**src/rtl/snake_controller.sv**
```systemverilog
// snake_controller: sequences snake moves, collision checks, growth and scoring on each movement tick.
module snake_controller #(
    parameter int FIELD_W  = 18,
    parameter int FIELD_H  = 6,
    parameter int MAX_LEN  = 10,
    parameter int INIT_LEN = 3
) (
    input  logic        clk,
    input  logic        reset,
    input  logic        start,
    input  logic        tick,
    input  logic [3:0]  dir_btn,
    input  logic [5:0]  apple_x,
    input  logic [4:0]  apple_y,
    output logic [10:0] snake0,
    output logic [10:0] snake1,
    output logic [10:0] snake2,
    output logic [10:0] snake3,
    output logic [10:0] snake4,
    output logic [10:0] snake5,
    output logic [10:0] snake6,
    output logic [10:0] snake7,
    output logic [10:0] snake8,
    output logic [10:0] snake9,
    output logic [3:0]  length,
    output logic [7:0]  score,
    output logic        apple_eaten,
    output logic        game_over
);
    typedef enum logic [2:0] {IDLE, RUN, CHECK, SHIFT, DEAD} state_t;
    typedef enum logic [1:0] {UP, DOWN, LEFT, RIGHT} dir_t;
    localparam logic [5:0] FW = 6'(FIELD_W);
    localparam logic [4:0] FH = 5'(FIELD_H);
    localparam logic [3:0] ML = 4'(MAX_LEN);
    state_t state_q, state_d;
    dir_t dir, pend_dir, btn_dir, ref_dir;
    logic [10:0] seg [MAX_LEN];
    logic [10:0] init_seg [MAX_LEN];
    logic [10:0] nh;
    logic [5:0] nx;
    logic [4:0] ny;
    logic eat, eat_q, wall, hit, restart, active;
    always_comb begin
        for (int i = 0; i < MAX_LEN; i++)
            init_seg[i] = i < INIT_LEN ? {5'd3, 6'(INIT_LEN + 1 - i)} : 11'h7FF;
    end
    assign btn_dir = dir_btn[3] ? UP : dir_btn[2] ? DOWN : dir_btn[1] ? LEFT : RIGHT;
    // a press coincident with a tick is checked against the direction that tick commits
    assign ref_dir = (state_q == RUN && tick) ? pend_dir : dir;
    assign active  = state_q == RUN || state_q == CHECK || state_q == SHIFT;
    assign restart = start && (state_q == IDLE || state_q == DEAD);
    assign nx = pend_dir == LEFT ? seg[0][5:0] - 6'd1 : pend_dir == RIGHT ? seg[0][5:0] + 6'd1 : seg[0][5:0];
    assign ny = pend_dir == UP ? seg[0][10:6] - 5'd1 : pend_dir == DOWN ? seg[0][10:6] + 5'd1 : seg[0][10:6];
    assign wall = nh[5:0] >= FW || nh[10:6] >= FH;
    assign eat  = nh == {apple_y, apple_x};
    // the tail only counts as an obstacle when it will not vacate (growing move)
    always_comb begin
        hit = 1'b0;
        for (int i = 0; i < MAX_LEN; i++)
            if (seg[i] == nh && (i + 1 < int'(length) || (eat && i < int'(length))))
                hit = 1'b1;
    end
    always_comb begin
        state_d = state_q;
        case (state_q)
            IDLE:    state_d = start ? RUN : IDLE;
            RUN:     state_d = tick ? CHECK : RUN;
            CHECK:   state_d = (wall || hit) ? DEAD : SHIFT;
            SHIFT:   state_d = RUN;
            DEAD:    state_d = start ? RUN : DEAD;
            default: state_d = IDLE;
        endcase
    end
    always_ff @(posedge clk or negedge reset) begin
        if (!reset) state_q <= IDLE;
        else        state_q <= state_d;
    end
    always_ff @(posedge clk or negedge reset) begin
        if (!reset) begin
            seg         <= init_seg;
            dir         <= RIGHT;
            pend_dir    <= RIGHT;
            length      <= 4'(INIT_LEN);
            score       <= 8'd0;
            apple_eaten <= 1'b0;
            game_over   <= 1'b0;
            nh          <= 11'h7FF;
            eat_q       <= 1'b0;
        end else begin
            apple_eaten <= 1'b0;
            if (restart) begin
                seg       <= init_seg;
                dir       <= RIGHT;
                pend_dir  <= RIGHT;
                length    <= 4'(INIT_LEN);
                score     <= 8'd0;
                game_over <= 1'b0;
            end else begin
                if (active && |dir_btn && btn_dir != dir_t'(ref_dir ^ 2'b01))
                    pend_dir <= btn_dir;
                if (state_q == RUN && tick) begin
                    dir <= pend_dir;
                    nh  <= {ny, nx};
                end
                if (state_q == CHECK) begin
                    eat_q     <= eat;
                    game_over <= wall || hit;
                end
                if (state_q == SHIFT) begin
                    seg[0] <= nh;
                    for (int i = 1; i < MAX_LEN; i++)
                        seg[i] <= seg[i-1];
                    if (eat_q) begin
                        apple_eaten <= 1'b1;
                        score       <= score + {7'd0, score != 8'hFF};
                        length      <= length + {3'd0, length < ML};
                    end else if (length < ML) begin
                        seg[length] <= 11'h7FF;
                    end
                end
            end
        end
    end
    assign snake0 = seg[0];
    assign snake1 = seg[1];
    assign snake2 = seg[2];
    assign snake3 = seg[3];
    assign snake4 = seg[4];
    assign snake5 = seg[5];
    assign snake6 = seg[6];
    assign snake7 = seg[7];
    assign snake8 = seg[8];
    assign snake9 = seg[9];
endmodule

```
**config.mk**
```make
export PLATFORM = sky130hd
export DESIGN_NAME = snake_controller
export DESIGN_NICKNAME = d
export VERILOG_FILES = /design/src/rtl/snake_controller.sv
export SDC_FILE = /design/constraint.sdc
export NUM_CORES = 1
export LEC_CHECK = 0
export ABC_CLOCK_PERIOD_IN_PS = 2650
export BUFFER_PORTS_ARGS = -buffer_cell sky130_fd_sc_hd__buf_2
export CELL_PAD_IN_SITES_DETAIL_PLACEMENT = 1
export CELL_PAD_IN_SITES_GLOBAL_PLACEMENT = 1
export CORE_MARGIN = 4
export CORE_UTILIZATION = 45
export CTS_BUF_LIST = sky130_fd_sc_hd__clkbuf_2 sky130_fd_sc_hd__clkbuf_4 sky130_fd_sc_hd__clkbuf_8
export DETAILED_ROUTE_END_ITERATION = 8
export PLACE_DENSITY_LB_ADDON = 0.1
export REMOVE_ABC_BUFFERS = 1
export SLEW_MARGIN = 20
export SYNTH_ARGS = -nofsm -noshare
export SYNTH_HDL_FRONTEND = slang
export SYNTH_SLANG_ARGS = --single-unit
```
**constraint.sdc**
```tcl
create_clock -name clk -period 2.65 [get_ports clk]
set_input_delay 0 -clock clk [delete_from_list [all_inputs] [get_ports clk]]
set_output_delay 0 -clock clk [all_outputs]
set_load 0.03 [all_outputs]
```
==> summary.txt <==
Outcome
  • Outcome: completed

Pwr
  • Comb pwr share: 37.8%
  • Total leakage power: 3.56 nW
  • Switch Pwr: ~4 mW
  • Worst vdd ir: 0.000580 V
  • Flop pwr share: 40.3%
  • Clk pwr share: 21.9%
  • Switching Share: 43.1%
  • Cell Int Power: between 5 and 6 mW
  • PwrDens: 1040 mW/mm^2

Logic synthesis
  • Top cell type's share of synthesized area: 35.1%
  • Sequential share of the synthesized area: between 40% and 50%
  • EDFF count, synth: 0
  • Mean Syn Cell Area: 10.7 sq um
  • Mapped Area: 0.00778 sq mm
  • Netlist cell types: 59
  • Number of synthesized register bits: 143
  • Post-synth top flop: dfstp_2
  • Synth Instances: roughly 730
  • Synth top area cells: dfstp_2 (35%), xnor2_1 (13%), dfrtp_1 (13%), o22a_1 (9.8%), nor2_1 (3.6%)
  • Post-synth top area cell: dfstp_2
  • Fraction of registers with async set/reset: 100%
  • Synth warn: 0

Route
  • Initial DRC Count: 434
  • Final WL: 25600 microns
  • DR WL/cell: 23.5 microns
  • DRC: 0
  • Antenna Nets Post-Route: 0
  • DR vias/cell: 5.89
  • Pre-Repair DR Iteration Count: 5
  • Vias: about 6400

Finish
  • Most frequent cells in the layout: buf_2 (141), xnor2_1 (116), dfstp_2 (104)
  • Ant. Diodes: 0
  • Fin nets: 881
  • Finished Layout Cells: 1087
  • Most common cell after layout, fill and taps aside: buf_2
  • Layout cell share with drive strength beyond 1: 37.0%
  • Area grow syn2layout: 17.6%

Run
  • Max Cap Violations: 0

Timing
  • Final hold vios: 0
  • Worst relative slew slack: 57.5%
  • Tmin final: 2.44 ns
  • Fmax: approximately 410 MHz
  • Worst Tran Pin Value: 0.635 ns
  • RSZ-0062 raised after global routing: no
  • # setup viols final: 0
  • Setup WS post-layout: 0.206 ns
  • Period utilization: 92.2%
  • Slew Limit Fails: 0
  • Worst clock skew: 0.00984 ns

CTS
  • CTS Buf Count: 17
  • H-tree depth: 4
  • Setup Fix Bufs, Post-CTS: 0
  • Sink Count: between 100 and 150
  • Worst-Skew Late Latency: 0.47 ns
  • Clock slew at reported path FFs: ~0.08 ns
  • Clock Tree Buf Depth: 2
  • CTS tree: built
  • Root Buffer: clkbuf_8

Place
  • Inst Count DP: 1048
  • Final GP Congestion: ~0.92
  • Port-buffer cells: 142
  • Post-DP HPWL: 18300 microns
  • Worst slack, placed: 0.227 ns

Die
  • Core ar.: 0.0168 sq mm
  • Cell Rows: 47
  • Initial cell density of the core: between 40% and 50%
  • Ports: 143
  • Die area: around 0.019 sq mm
  • Die Span X: 140 microns
  • Die H: approximately 140 microns

Global route
  • First-pass GRT wire length: about 41000 microns
  • GRT overflow: 0
  • Overall routing resource usage: a little over a quarter
  • Initial antenna violation count: 0
  • Largest net degree at the start of global routing: 65
  • Vias in the first global route: 6960

Setup path
  • Max Fanout on Critical Path: 13
  • WP data arrival: 2.81 ns
  • CP startpoint kind: flop
  • Kind of critical path: reg -> reg
  • Worst EP required: 3.01 ns
  • Worst setup EP type: flop

Hold path
  • HP Class: in -> reg
[metrics by stage]
step                hold WS, ns  instance area (sq um)  util, %  TNS (ns)  power (mW)
floorplan                -0.296                   7390        -    -22.32        5.97
global placement          0.220                   8590     51.3         0        7.19
detailed placement        0.244                   8590     51.3         0        7.40
CTS                     0.00257                   9150     54.6         0        9.57
global route             0.0571                   9150     54.6         0        10.1
finish                   0.0369                   9150     54.6         0        9.55
[Yosys cell counts (all sizes together) (2+ instances only)]
library cell    n
nand3          11
nand2          25
nand4          30
a21o            2
xor2           22
and2            3
ha              8
o31ai           3
a21oi          41
xnor2         118
o22a           87
a41oi           2
mux2            2
nand2b          5
clkbuf         25
buf            41
nor3           12
or2             5
dfstp         104
and3            2
mux2i           4
inv             9
o41ai           4
or3             4
o311a           2
o21ai          17
nor4b           3
or4             2
a2111oi         2
dfrtp          39
nor2           76
nor4            8
[worst max-delay path, cell delays in order, from the launching register on]
cell	delay, ns
dfstp_2	0.86
xnor2_1	0.18
nand4_1	0.17
nor3_4	0.09
or3_1	0.35
a211oi_1	0.27
nand3_2	0.19
a32o_1	0.23
[what timing repair did]
item | 4_1_cts | 5_1_grt
hold buffers | 7 | 0
resized for setup | 0 | 1
endpoints found under the setup margin | 0 | 3
hold endpoints to repair | 64 | 0
[layout make-up]
class,count,area [sq um]
clock buffer,20,275
clock inverter,12,205
fill,1858,7610
inverter,9,33.8
multi-input combinational,511,3670
sequential,143,3710
tap,220,275
timing repair buffer,172,985
[power by group through the flow]
| stage | registers [mW] | logic (mW) | clock network [mW] |
|---|---|---|---|
| finish | 3.85 | 3.61 | 2.09 |
| global route | 3.91 | 3.93 | 2.22 |
| CTS | 3.83 | 3.61 | 2.13 |
| detailed placement | 3.86 | 3.55 | 0 |
| global placement | 3.80 | 3.39 | 0 |
| floorplan | 3.81 | 2.16 | 0 |
[layer usage]
layer / track usage [%] / wire (microns) / up-vias
met5: 0 / 0 / -
met4: 7.88 / 369 / 0
met3: 4.77 / 1400 / 32
met2: 43.8 / 12400 / 206
met1: 36.4 / 11400 / 3333
li1: - / - / 2834
[path summary, 6_finish.rpt]
kind                            startpoint          to  slack, ns  cells after the start
worst max-delay path                 nh[0]  state_q[2]       0.21                      7
worst min register to register   snake3[7]   snake4[7]       0.55                      1
worst max register to register       nh[0]  state_q[2]       0.21                      7
min in group asynchronous            reset  snake7[10]       0.42                      2
worst min-delay path            apple_y[3]       eat_q       0.04                      6
max in group asynchronous            reset   snake2[1]       1.75                      3
[cells by family after synthesis]
kind of cell / count (synthesis) / share of synthesized area (%)
simple gates: 187 / 12.5
compound gates: 170 / 16.3
flops: 143 / 47.6
xor+xnor: 140 / 15.9
buf+inv: 75 / 5.53
fa+ha+maj: 8 / 1.29
mux: 6 / 0.804
No activity file was read; power rests on OpenSTA's default activity.
